===== config.mk =====
export PLATFORM = sky130hd
export DESIGN_NAME = ds_sample_scheduler_flat
export DESIGN_NICKNAME = d
export VERILOG_FILES = /design/src/rtl/ds_sample_scheduler_if.sv /design/src/rtl/ds_sample_scheduler.sv /design/src/flat_wrapper.sv
export SDC_FILE = /design/constraint.sdc
export NUM_CORES = 1
export LEC_CHECK = 0
export ABC_AREA = 1
export BUFFER_PORTS_ARGS = -buffer_cell sky130_fd_sc_hd__buf_2
export CORE_UTILIZATION = 40
export DETAILED_ROUTE_END_ITERATION = 16
export PLACE_DENSITY_LB_ADDON = 0.25
export SYNTH_ARGS = -nofsm -noshare
export SYNTH_HDL_FRONTEND = slang
export SYNTH_SLANG_ARGS = --single-unit

===== constraint.sdc =====
create_clock -name clk -period 2.9 [get_ports clk]
set_input_delay 0 -clock clk [delete_from_list [all_inputs] [get_ports clk]]
set_output_delay 0 -clock clk [all_outputs]
set_load 0.01 [all_outputs]

===== src/rtl/ds_sample_scheduler_if.sv =====
// Sample write stream into the scheduler FIFO: valid/ready handshake.
interface ds_sample_scheduler_if #(
    parameter int IN_BITS = 16
);
    logic               in_valid;
    logic [IN_BITS-1:0] in_data;
    logic               in_ready;

    modport master (output in_valid, output in_data, input  in_ready);
    modport slave  (input  in_valid, input  in_data, output in_ready);
endinterface


===== src/rtl/ds_sample_scheduler.sv =====
// Sample scheduler for the delta-sigma PW modulator: FIFO-buffered samples,
// held for (hold_count+1) PWM periods each, with IDLE/PRIME/RUN start-up.
module ds_sample_scheduler #(
    parameter int IN_BITS     = 16,
    parameter int FIFO_AW     = 2,
    parameter int HOLD_BITS   = 8,
    parameter int PRIME_LEVEL = 2
) (
    input  logic                 clk,
    input  logic                 reset,
    input  logic                 enable,
    ds_sample_scheduler_if.slave smp,
    input  logic [HOLD_BITS-1:0] hold_count,
    input  logic                 underrun_mute,
    input  logic                 pulse_done,
    output logic [IN_BITS-1:0]   u,
    output logic                 reset_lfsr,
    output logic                 running,
    output logic [FIFO_AW:0]     fifo_level,
    output logic                 underrun,
    input  logic                 underrun_clear
);
    localparam int DEPTH = 1 << FIFO_AW;
    localparam logic [FIFO_AW:0] PRIME_LVL = PRIME_LEVEL[FIFO_AW:0];

    typedef enum logic [1:0] {IDLE, PRIME, RUN} state_t;
    state_t state;

    logic [IN_BITS-1:0]   mem [DEPTH];
    logic [FIFO_AW-1:0]   wr_ptr, rd_ptr;
    logic [HOLD_BITS-1:0] cnt;
    logic                 full, empty, wr, pop, flush;

    // Level never exceeds DEPTH, so its MSB alone marks full.
    assign full         = fifo_level[FIFO_AW];
    assign empty        = (fifo_level == '0);
    assign smp.in_ready = !full;
    assign wr           = smp.in_valid && !full;

    always_comb begin
        pop   = 1'b0;
        flush = 1'b0;
        case (state)
            PRIME: begin
                if (!enable)                      flush = 1'b1;
                else if (fifo_level >= PRIME_LVL) pop   = 1'b1;
            end
            RUN: begin
                if (!enable)                                     flush = 1'b1;
                else if (pulse_done && cnt == '0 && !empty)      pop   = 1'b1;
            end
            default: ;
        endcase
    end

    always_ff @(posedge clk) begin
        if (wr) mem[wr_ptr] <= smp.in_data;
    end

    // A flush also discards any write accepted in the same cycle.
    always_ff @(posedge clk) begin
        if (reset || flush) begin
            wr_ptr     <= '0;
            rd_ptr     <= '0;
            fifo_level <= '0;
        end else begin
            if (wr)  wr_ptr <= wr_ptr + FIFO_AW'(1);
            if (pop) rd_ptr <= rd_ptr + FIFO_AW'(1);
            case ({wr, pop})
                2'b10:   fifo_level <= fifo_level + (FIFO_AW+1)'(1);
                2'b01:   fifo_level <= fifo_level - (FIFO_AW+1)'(1);
                default: ;
            endcase
        end
    end

    always_ff @(posedge clk) begin
        if (reset) begin
            state      <= IDLE;
            u          <= '0;
            cnt        <= '0;
            reset_lfsr <= 1'b0;
            running    <= 1'b0;
            underrun   <= 1'b0;
        end else begin
            reset_lfsr <= 1'b0;
            underrun   <= underrun & ~underrun_clear;
            case (state)
                IDLE: begin
                    u       <= '0;
                    cnt     <= '0;
                    running <= 1'b0;
                    if (enable) begin
                        state      <= PRIME;
                        reset_lfsr <= 1'b1;
                    end
                end
                PRIME: begin
                    if (!enable) begin
                        state <= IDLE;
                        u     <= '0;
                        cnt   <= '0;
                    end else if (pop) begin
                        u       <= mem[rd_ptr];
                        cnt     <= hold_count;
                        state   <= RUN;
                        running <= 1'b1;
                    end
                end
                RUN: begin
                    if (!enable) begin
                        state   <= IDLE;
                        u       <= '0;
                        cnt     <= '0;
                        running <= 1'b0;
                    end else if (pulse_done) begin
                        if (cnt != '0) begin
                            cnt <= cnt - HOLD_BITS'(1);
                        end else begin
                            cnt <= hold_count;
                            if (!empty) begin
                                u <= mem[rd_ptr];
                            end else begin
                                underrun <= 1'b1;
                                if (underrun_mute) u <= '0;
                            end
                        end
                    end
                end
                default: begin
                    state   <= IDLE;
                    u       <= '0;
                    cnt     <= '0;
                    running <= 1'b0;
                end
            endcase
        end
    end
endmodule


===== src/flat_wrapper.sv =====
// flat-port wrapper written by rule: the top's interface ports become plain ports
module ds_sample_scheduler_flat 
#(
    parameter int IN_BITS     = 16,
    parameter int FIFO_AW     = 2,
    parameter int HOLD_BITS   = 8,
    parameter int PRIME_LEVEL = 2
)
  (clk, reset, enable, hold_count, underrun_mute, pulse_done, u, reset_lfsr, running, fifo_level, underrun, underrun_clear, smp_in_valid, smp_in_data, smp_in_ready);
  ds_sample_scheduler_if #(.IN_BITS(IN_BITS)) smp_i ();
  input  logic clk;
  input  logic reset;
  input  logic enable;
  input  logic [HOLD_BITS-1:0] hold_count;
  input  logic underrun_mute;
  input  logic pulse_done;
  output logic [IN_BITS-1:0] u;
  output logic reset_lfsr;
  output logic running;
  output logic [FIFO_AW:0] fifo_level;
  output logic underrun;
  input  logic underrun_clear;
  input wire logic [$bits(smp_i.in_valid)-1:0] smp_in_valid;
  input wire logic [$bits(smp_i.in_data)-1:0] smp_in_data;
  output wire logic [$bits(smp_i.in_ready)-1:0] smp_in_ready;
  assign smp_i.in_valid = smp_in_valid;
  assign smp_i.in_data = smp_in_data;
  assign smp_in_ready = smp_i.in_ready;
  ds_sample_scheduler #(.IN_BITS(IN_BITS), .FIFO_AW(FIFO_AW), .HOLD_BITS(HOLD_BITS), .PRIME_LEVEL(PRIME_LEVEL)) u_core (.clk(clk), .reset(reset), .enable(enable), .smp(smp_i), .hold_count(hold_count), .underrun_mute(underrun_mute), .pulse_done(pulse_done), .u(u), .reset_lfsr(reset_lfsr), .running(running), .fifo_level(fifo_level), .underrun(underrun), .underrun_clear(underrun_clear));
endmodule

==> flow_metrics.env, run 1 <==
export IMPL_yosysUniqueCellTypes=37
export IMPL_min_from="reset"
export IMPL_fin_tns_setup_ns=0
export IMPL_postPlaceCellArea_um2=5075
export IMPL_drtIter0Drc=281
export IMPL_r2r_end="u_core.fifo_level[2]$_SDFFE_PP0P_"
export IMPL_vias_per_cell=4.856
export IMPL_status="finished clean"
export IMPL_dp_hpwl_um=6491
export IMPL_ys_async_sr_fraction_pct=0
export IMPL_post_cts_repair_setup_buffers=0
export IMPL_setup_violations=0
export IMPL_final_cell_area_um2=5548
export IMPL_drc=0
export IMPL_drv_slew=0
export IMPL_syn_nets=550
export IMPL_tightestPinTransition_ns=0.9046
export IMPL_syn_area_um2=4659
export IMPL_row_count=39
export IMPL_coreArea_um2=11370
export IMPL_synth_avg_cell_area_um2=9.172
export IMPL_wl_um=9757
export IMPL_slew_headroom_pct=39.63
export IMPL_first_pass_iters=5
export IMPL_required_ns=3.19
export IMPL_rrSetupSlack_ns=0.40
export IMPL_clkTransAtPathRegs_ns=0.07
export IMPL_ys_top_cells_by_area="edfxtp_1 41%, dfxtp_1 16%, nor2_1 6.7%"
export IMPL_insertion_delay_ns=0.35
export IMPL_ys_seq_area_share_pct=57.57
export IMPL_grt_pass1_vias=3314
export IMPL_endpoint_kind="flip-flop"
export IMPL_crit_family="adder cells"
export IMPL_reg2regPathDepth=13
export IMPL_rsz0062_at_grt="false"
export IMPL_place_gp_congestion=0.8176
export IMPL_synth_most_common_cell="nor2_1"
export IMPL_hold_end="u_core.reset_lfsr$_SDFF_PP0_"
export IMPL_cts_hold_buf=19
export IMPL_vias=3540
export IMPL_cp_common_cell="inv_1"
export IMPL_leakagePower_nw=2.258
export IMPL_die_height_um=109.9
export IMPL_ctsResizeCount=0
export IMPL_area_growth_pct=19.07
export IMPL_worst_setup_path_start_kind="flip-flop"
export IMPL_ir_drop_uv=311.4
export IMPL_fillCellCount=1109
export IMPL_power_density_nw_per_um2=559.4
export IMPL_grt_overflow_total=0
export IMPL_worstPathCellList="inv_1 -> ha_1 -> inv_2 -> nor3_2 -> nand2_4 -> inv_1 -> ha_1 -> inv_1 -> fa_1 -> a21oi_1 -> o21ai_0 -> a21oi_1 -> o21a_1"
export IMPL_nNetsFinal=623
export IMPL_rr_startpoint="u_core.state[0]$_SDFFE_PP0P_"
export IMPL_n_antenna_cell=0
export IMPL_clk_path_buf_depth=2
export IMPL_drv_cap=0
export IMPL_die_width_um=109.9
export IMPL_drive_gt1_share_pct=17.75
export IMPL_start_util_pct=40.98
export IMPL_path_max_fanout=10
export IMPL_ioPinCount=54
export IMPL_final_min_clock_period_ns=2.501
export IMPL_ys_seq_elements=102
export IMPL_wl_per_cell_um=13.38
export IMPL_synth_common_cells="83 x nor2_1, 81 x nand2_1, 64 x edfxtp_1"
export IMPL_critPathSlowestCell="fa_1"
export IMPL_ys_flop_type="edfxtp_1"
export IMPL_hold_viol_final=0
export IMPL_synth_edf_count=64
export IMPL_antenna_found_initial=0
export IMPL_portBuffers=53
export IMPL_clkSinkCount=102
export IMPL_final_core_util_pct=48.80
export IMPL_clock_skew_final_ns=0.006397
export IMPL_cts_max_level=3
export IMPL_netlist_instances=508
export IMPL_tritoncts="done"
export IMPL_yosysTopAreaCell="edfxtp_1"
export IMPL_critPathBufInv=4
export IMPL_dieArea_um2=12080
export IMPL_max_freq_mhz=399.8
export IMPL_cts_buffers=9
export IMPL_slowest_delay_ns=0.37
export IMPL_cp_data_arrival_time_ns=2.80
export IMPL_grt_max_degree=33
export IMPL_hold_depth=2
export IMPL_ys_warn_count=0
export IMPL_post_route_period_util_pct=86.25
export IMPL_grt_pass1_wl_um=15590
export IMPL_synth_top_area_share_pct=41.25
export IMPL_grt_use_total_pct=17.47
export IMPL_cts_root_buf="clkbuf_16"
export IMPL_drtAntennaViolNets=0
export IMPL_critPathKind="reg2reg"
export IMPL_hold_class="in2reg"
[flip-flops by register name, indices dropped and copies added (netlist names), named ones only]
register,count
u_core.mem,64
u_core.u,16
u_core.cnt,8
u_core.fifo_level,3
u_core.rd_ptr,2
u_core.state,2
u_core.wr_ptr,2
u_core.reset_lfsr,1
u_core.running,1
u_core.underrun,1
[worst reg2reg max path, delay by kind of cell (launching register included)]
family / cells / cell delay [ns]
buffers and inverters: 4 / 0.35
AND/OR/NAND/NOR: 2 / 0.38
adder cells (fa/ha/maj): 3 / 0.83
flip-flops: 1 / 0.36
AO/OA/AOI/OAI: 4 / 0.54
[power breakdown]
group	internal, mW	total, mW	leakage, nW	switching (mW)
clock network	0.598	1.15	0.136	0.552
registers	1.61	1.63	0.896	0.0221
logic	0.117	0.322	1.23	0.205
[routing by layer]
layer | part of all wire (%) | up-vias | GRT usage (%)
met5 | 0 | - | 0
met4 | 2.1 | 0 | 8.762
met3 | 4.2 | 15 | 3.023
met2 | 48 | 69 | 28.71
met1 | 46 | 1625 | 22.15
li1 | - | 1831 | -
[per-stage QoR]
stage / worst slack, ns / hold WS [ns] / cells / total power, mW
after floorplan: 0.6149 / 0.06907 / 508 / 1.863
after global placement: 0.4989 / 0.2143 / 694 / 1.962
after detailed placement: 0.4131 / 0.2196 / 694 / 1.970
after CTS: 0.3896 / 0.01547 / 729 / 3.136
after global routing: 0.1691 / 0.04163 / 729 / 3.249
final: 0.3987 / 0.01896 / 729 / 3.104
[cells in the final DEF, fill, tap and decap left out, drive strengths merged, types with 3 or more instances in the layout]
cell         Yosys  routed
a21oi           40      40
dfxtp           38      38
nand2           96      96
ha              10      10
o21ai           39      39
nand3           21      21
o22ai           10      10
inv             60      63
nor3             3       3
nand4           12      12
nor2            88      88
buf              6      61
edfxtp          64      64
dlygate4sd3      0      19
clkinv           1       3
clkbuf          12      10
[kinds of logic after synthesis]
family | Yosys count | synth area share [%]
buf+inv | 79 | 6.821
compound gates | 93 | 10.71
fa+ha+maj | 11 | 3.115
xor+xnor | 1 | 0.1880
flops | 102 | 57.57
simple gates | 222 | 21.59
[worst max path at each step]
stage | endpoint | slack (ns) | depth (start not counted) | startpoint
2_1_floorplan | u_core.fifo_level[2]$_SDFFE_PP0P_ | 0.61 | 13 | u_core.state[0]$_SDFFE_PP0P_
3_3_place_gp | u_core.fifo_level[2]$_SDFFE_PP0P_ | 0.50 | 15 | u_core.cnt[0]$_SDFFE_PP0P_
3_5_place_dp | u_core.fifo_level[2]$_SDFFE_PP0P_ | 0.41 | 15 | u_core.cnt[0]$_SDFFE_PP0P_
4_1_cts | u_core.fifo_level[2]$_SDFFE_PP0P_ | 0.39 | 13 | u_core.state[0]$_SDFFE_PP0P_
5_1_grt | u_core.fifo_level[2]$_SDFFE_PP0P_ | 0.17 | 13 | u_core.state[0]$_SDFFE_PP0P_
6_report | u_core.fifo_level[2]$_SDFFE_PP0P_ | 0.40 | 13 | u_core.state[0]$_SDFFE_PP0P_
[layout make-up]
cell class                      count  area, um2  area share (%)
Sequential cell                   102       2683           48.35
Clock buffer                       10      229.0           4.127
Multi-Input combinational cell    327       1659           29.91
Inverter                           61      229.0           4.127
Tap cell                          143      178.9           3.225
Clock inverter                      6      53.80          0.9698
Timing Repair Buffer               80      515.5           9.292
No activity file was read; power rests on OpenSTA's default activity.
==> run 2, diff against run 1 <==
--- a/config.mk
+++ b/config.mk
@@ -5,7 +5,6 @@
 export SDC_FILE = /design/constraint.sdc
 export NUM_CORES = 1
 export LEC_CHECK = 0
-export ABC_AREA = 1
 export BUFFER_PORTS_ARGS = -buffer_cell sky130_fd_sc_hd__buf_2
 export CORE_UTILIZATION = 40
 export DETAILED_ROUTE_END_ITERATION = 16
==> run 2 against run 1 <==
Synthesized area decreased by 8.0%. Clock power down 21%. Critical path depth fell by 2.
==> flow_metrics.env, run 2 <==
export IMPL_status="finished clean"
export IMPL_setup_violations=0
export IMPL_min_from="reset"
export IMPL_post_cts_repair_setup_buffers=0
export IMPL_power_density_nw_per_um2=544.7
export IMPL_die_width_um=105.5
export IMPL_cp_data_arrival_time_ns=3.08
export IMPL_rrSetupSlack_ns=0.12
export IMPL_synth_edf_count=64
export IMPL_netlist_instances=311
export IMPL_area_growth_pct=22.76
export IMPL_ys_flop_type="edfxtp_1"
export IMPL_hold_slack_ns=0.06734
export IMPL_yosysUniqueCellTypes=44
export IMPL_regMostFlops="u_core.mem"
export IMPL_synth_common_cells="64 x edfxtp_1, 38 x dfxtp_1, 29 x nand2_1"
export IMPL_drv_cap=0
export IMPL_cp_common_cell="inv_1"
export IMPL_critPathBufInv=2
export IMPL_insertion_delay_ns=0.37
export IMPL_syn_area_um2=4288
export IMPL_largest_register_ffs=64
export IMPL_clk_path_buf_depth=2
export IMPL_fin_tns_setup_ns=0
export IMPL_grt_max_degree=25
export IMPL_coreArea_um2=10370
export IMPL_ys_async_sr_fraction_pct=0
export IMPL_ys_seq_elements=102
export IMPL_ys_warn_count=0
export IMPL_rr_startpoint="u_core.cnt[0]$_SDFFE_PP0P_"
export IMPL_cts_max_level=3
export IMPL_drc=0
export IMPL_clkSinkCount=102
export IMPL_dp_hpwl_um=5468
export IMPL_place_gp_congestion=0.7748
export IMPL_hold_class="in2reg"
export IMPL_antenna_found_initial=0
export IMPL_grt_use_total_pct=16.30
export IMPL_worst_setup_path_start_kind="flip-flop"
export IMPL_ir_drop_uv=239.3
export IMPL_start_util_pct=41.35
export IMPL_required_ns=3.20
export IMPL_grt_overflow_total=0
export IMPL_syn_nets=353
export IMPL_drv_slew=0
export IMPL_leakagePower_nw=2.042
export IMPL_tritoncts="done"
export IMPL_synth_avg_cell_area_um2=13.79
export IMPL_hold_end="u_core.state[1]$_SDFFE_PP0P_"
export IMPL_vias_per_cell=4.983
export IMPL_wl_per_cell_um=15.50
export IMPL_final_min_clock_period_ns=2.777
export IMPL_wl_um=8401
export IMPL_critPathSlowestCell="or3b_4"
export IMPL_ys_top_cells_by_area="edfxtp_1 45%, dfxtp_1 18%, mux4_2 8.4%"
export IMPL_grt_pass1_vias=2714
export IMPL_slew_headroom_pct=44.18
export IMPL_layout_common_cells="64 x edfxtp_1, 53 x buf_2, 38 x dfxtp_1"
export IMPL_final_core_util_pct=50.76
export IMPL_worst_slack_ns=0.1235
export IMPL_clock_skew_final_ns=0.01218
export IMPL_path_max_fanout=4
export IMPL_clkTransAtPathRegs_ns=0.11
export IMPL_synth_top_area_share_pct=44.82
export IMPL_row_count=37
export IMPL_drtAntennaViolNets=0
export IMPL_reg2regPathDepth=11
export IMPL_r2r_end="u_core.fifo_level[2]$_SDFFE_PP0P_"
export IMPL_tightestPinTransition_ns=0.8362
export IMPL_max_freq_mhz=360.2
export IMPL_slowest_delay_ns=0.40
export IMPL_worstPathCellList="inv_1 -> ha_1 -> or3b_4 -> o31ai_4 -> and3_4 -> ha_2 -> inv_1 -> fa_1 -> xor2_1 -> or3_1 -> a21oi_1"
export IMPL_post_route_period_util_pct=95.74
export IMPL_rsz0062_at_grt="false"
export IMPL_portBuffers=53
export IMPL_first_pass_iters=4
export IMPL_drtIter0Drc=102
export IMPL_ioPinCount=54
export IMPL_nNetsFinal=443
export IMPL_critPathKind="reg2reg"
export IMPL_cts_buffers=9
export IMPL_final_common_cell="edfxtp_1"
export IMPL_grt_pass1_wl_um=13680
export IMPL_synth_most_common_cell="edfxtp_1"
export IMPL_dieArea_um2=11140
export IMPL_hold_depth=2
export IMPL_dpl_worst_slack_ns=0.1183
export IMPL_die_height_um=105.5
export IMPL_hold_viol_final=0
export IMPL_n_antenna_cell=0
export IMPL_cts_root_buf="clkbuf_8"
export IMPL_crit_family="simple AND/OR/NAND/NOR gates"
export IMPL_yosysTopAreaCell="edfxtp_1"
export IMPL_drive_gt1_share_pct=26.11
export IMPL_ys_seq_area_share_pct=62.56
export IMPL_vias=2701
export IMPL_reg_top3="u_core.mem (64), u_core.u (16), u_core.cnt (8)"
export IMPL_endpoint_kind="flip-flop"
export IMPL_power_total_mw=2.867
[run 2: cell types whose count changed after synthesis, moves of 7 or more]
cell,previous run,this run
nand2b_1,0,18
nand2_1,81,29
nor2_1,83,14
nand2_2,12,0
inv_1,57,16
o21ai_0,37,11
o22ai_1,10,0
a22o_1,0,7
nand4_1,12,1
mux4_2,0,16
nand3_1,19,3
mux2i_1,0,18
a21oi_1,39,8
[run 2: final cells by class]
| cell class | instances | area, um2 |
|---|---|---|
| clock buffers | 9 | 123.9 |
| well taps | 136 | 170.2 |
| inverters | 16 | 60.06 |
| repair buffers | 92 | 638.1 |
| fillers | 909 | 5106 |
| clock inverters | 7 | 83.83 |
| multi-input cells | 180 | 1505 |
| flip-flops and latches | 102 | 2683 |
[run 2: per-stage QoR]
stage,std cells,cell area [um2]
2_1_floorplan,311,4288
3_3_place_gp,499,4762
3_5_place_dp,499,4762
4_1_cts,542,5240
5_1_grt,542,5264
6_report,542,5264
[run 2: layer usage]
metal,vias up,track usage [%],part of all wire (%)
met5,-,0,0
met4,0,6.151,1.3
met3,9,3.401,3.6
met2,67,26.88,49
met1,1314,21.18,46
li1,1311,-,-
[run 2: report_power, final]
group	internal, mW	switching, mW
Sequential	1.61	0.0233
Clock	0.349	0.558
Combinational	0.154	0.176
Total	2.11	0.757
[run 2: worst max-delay path by stage]
stage	from	endpoint	slack [ns]	cells after the start
after global routing	u_core.cnt[0]$_SDFFE_PP0P_	u_core.fifo_level[2]$_SDFFE_PP0P_	0.002	11
final	u_core.cnt[0]$_SDFFE_PP0P_	u_core.fifo_level[2]$_SDFFE_PP0P_	0.12	11
after global placement	u_core.cnt[0]$_SDFFE_PP0P_	u_core.fifo_level[2]$_SDFFE_PP0P_	0.16	11
after CTS	u_core.cnt[0]$_SDFFE_PP0P_	u_core.fifo_level[2]$_SDFFE_PP0P_	0.07	11
after detailed placement	u_core.cnt[0]$_SDFFE_PP0P_	u_core.fifo_level[2]$_SDFFE_PP0P_	0.12	11
after floorplan	u_core.cnt[0]$_SDFFE_PP0P_	u_core.fifo_level[2]$_SDFFE_PP0P_	0.11	12
[run 2: kinds of logic after synthesis]
group,synth area share (%)
and+or+nand+nor,9.863
muxes,12.61
DFF,62.56
adders and majority gates,3.385
xor gates and xnor gates,1.838
AOI/OAI and AO/OA,6.857
buffers and inverters,2.889
[run 2: what timing repair did]
item	CTS	global route
hold endpoints to repair	74	0
hold buffers	27	0
resized for setup	0	5
setup endpoints to repair	0	1
==> run 3, diff against run 2 <==
--- a/config.mk
+++ b/config.mk
@@ -6,7 +6,7 @@
 export NUM_CORES = 1
 export LEC_CHECK = 0
 export BUFFER_PORTS_ARGS = -buffer_cell sky130_fd_sc_hd__buf_2
-export CORE_UTILIZATION = 40
+export CORE_UTILIZATION = 57
 export DETAILED_ROUTE_END_ITERATION = 16
 export PLACE_DENSITY_LB_ADDON = 0.25
 export SYNTH_ARGS = -nofsm -noshare
==> constraint.sdc (replaced) <==
create_clock -name clk -period 2.9 [get_ports clk]
set_input_delay 0.145 -clock clk [delete_from_list [all_inputs] [get_ports clk]]
set_output_delay 0.145 -clock clk [all_outputs]
set_load 0.01 [all_outputs]
==> run 3 against run 2 <==
Register-to-register slack barely moved. Routed wire length down 2.5%. Maximum frequency about the same. Final cell count is 9.2% lower. Die area shrank 29%. Sequential power about the same. Highest routed layer unchanged. First-iteration DRC count rose by 68%. Largest cell class unchanged. Global-route usage grew 7.1 points. Combinational power fell by 7.0%.
==> flow_metrics.env, run 3 (synthesized netlist as in run 2, its figures left out) <==
export IMPL_status="finished clean"
export IMPL_required_ns=3.21
export IMPL_die_width_um=88.73
export IMPL_wl_per_cell_um=16.65
export IMPL_clkSinkCount=102
export IMPL_cts_root_buf="clkbuf_8"
export IMPL_hold_depth=3
export IMPL_clock_skew_final_ns=0.01400
export IMPL_post_route_period_util_pct=95.74
export IMPL_layout_common_cells="64 x edfxtp_1, 53 x buf_2, 38 x dfxtp_1"
export IMPL_grt_pass1_vias=2706
export IMPL_coreArea_um2=7253
export IMPL_area_growth_pct=18.27
export IMPL_dp_hpwl_um=5254
export IMPL_hold_class="in2reg"
export IMPL_endpoint_kind="flip-flop"
export IMPL_critical_path_startpoint="u_core.cnt[0]$_SDFFE_PP0P_"
export IMPL_reg_top3="u_core.mem (64), u_core.u (16), u_core.cnt (8)"
export IMPL_regMostFlops="u_core.mem"
export IMPL_cp_data_arrival_time_ns=3.08
export IMPL_grt_overflow_total=0
export IMPL_path_max_fanout=4
export IMPL_tightestPinTransition_ns=0.7675
export IMPL_ioPinCount=54
export IMPL_cts_max_level=3
export IMPL_vias_per_cell=5.524
export IMPL_drv_cap=0
export IMPL_start_util_pct=59.12
export IMPL_setup_violations=0
export IMPL_max_freq_mhz=360.2
export IMPL_rrSetupSlack_ns=0.12
export IMPL_cp_endpoint="u_core.fifo_level[2]$_SDFFE_PP0P_"
export IMPL_fin_tns_setup_ns=0
export IMPL_critPathKind="reg2reg"
export IMPL_rr_startpoint="u_core.cnt[0]$_SDFFE_PP0P_"
export IMPL_r2r_end="u_core.fifo_level[2]$_SDFFE_PP0P_"
export IMPL_drv_slew=0
export IMPL_wl_um=8193
export IMPL_portBuffers=53
export IMPL_tritoncts="done"
export IMPL_insertion_delay_ns=0.37
export IMPL_grt_pass1_wl_um=13210
export IMPL_place_gp_congestion=0.8097
export IMPL_final_cell_area_um2=5071
export IMPL_dieArea_um2=7873
export IMPL_reg2regPathDepth=11
export IMPL_grt_max_degree=25
export IMPL_final_min_clock_period_ns=2.776
export IMPL_antenna_found_initial=0
export IMPL_rsz0062_at_grt="false"
export IMPL_ir_drop_uv=331.3
export IMPL_clk_path_buf_depth=2
export IMPL_drive_gt1_share_pct=25.70
export IMPL_leakagePower_nw=1.987
export IMPL_postPlaceCellArea_um2=4688
export IMPL_n_antenna_cell=0
export IMPL_hold_slack_ns=0.02627
export IMPL_nNetsFinal=430
export IMPL_clkTransAtPathRegs_ns=0.11
export IMPL_largest_register_ffs=64
export IMPL_final_common_cell="edfxtp_1"
export IMPL_final_core_util_pct=69.92
export IMPL_power_total_mw=2.865
export IMPL_drtAntennaViolNets=0
export IMPL_slew_headroom_pct=48.76
export IMPL_drtIter0Drc=171
export IMPL_hold_viol_final=0
export IMPL_row_count=31
export IMPL_grt_use_total_pct=23.37
export IMPL_worst_setup_path_start_kind="flip-flop"
export IMPL_first_pass_iters=4
export IMPL_power_density_nw_per_um2=564.9
export IMPL_cts_buffers=9
export IMPL_vias=2718
export IMPL_die_height_um=88.73
export IMPL_post_cts_repair_setup_buffers=0
export IMPL_drc=0
run 3: area by class of cell:
class	count	area, um2
Fill cell	515	2182
Clock inverter	7	93.84
Sequential cell	102	2683
Tap cell	99	123.9
Clock buffer	9	123.9
Timing Repair Buffer	79	500.5
Multi-Input combinational cell	180	1486
Inverter	16	60.06
run 3: metrics by stage:
step                      setup slack (ns)  instances
after floorplan                     0.1133        311
after global placement              0.1814        460
after detailed placement            0.1211        460
after CTS                          0.07609        492
after global routing              0.004019        492
final                               0.1236        492
run 3: critical path: stages, from the launching register on:
cell	delay, ns
dfxtp_1	0.34
inv_1	0.10
ha_1	0.17
or3b_1	0.40
o31ai_2	0.26
and3_1	0.22
ha_1	0.19
inv_1	0.06
fa_1	0.37
xor2_1	0.16
or3_1	0.31
a21oi_1	0.14
run 3: layer usage:
layer | part of all wire [%] | vias up | GRT usage, %
met4 | 1.1 | 0 | 9.238
met3 | 5.8 | 8 | 5.877
li1 | - | 1285 | -
met1 | 44 | 1333 | 30.10
met5 | 0 | - | 0
met2 | 49 | 92 | 38.32
run 3: worst min path at each step:
stage | startpoint | end
detailed placement | smp_in_data[3] | u_core.mem[1][3]$_DFFE_PP_
CTS | underrun_clear | u_core.underrun$_SDFF_PP0_
finish | underrun_clear | u_core.underrun$_SDFF_PP0_
global route | underrun_clear | u_core.underrun$_SDFF_PP0_
global placement | smp_in_data[9] | u_core.mem[3][9]$_DFFE_PP_
floorplan | smp_in_data[0] | u_core.mem[0][0]$_DFFE_PP_
run 3: power breakdown:
group / switching (mW) / internal, mW / leakage (nW)
clock network: 0.568 / 0.357 / 0.108
registers: 0.0253 / 1.61 / 0.895
logic: 0.170 / 0.137 / 0.985
total: 0.763 / 2.10 / 1.99
run 3: timing repair:
item	4_1_cts	5_1_grt
endpoints found under the setup margin	0	1
hold endpoints to repair	64	0
gates resized for setup	0	1
hold buffers	16	0
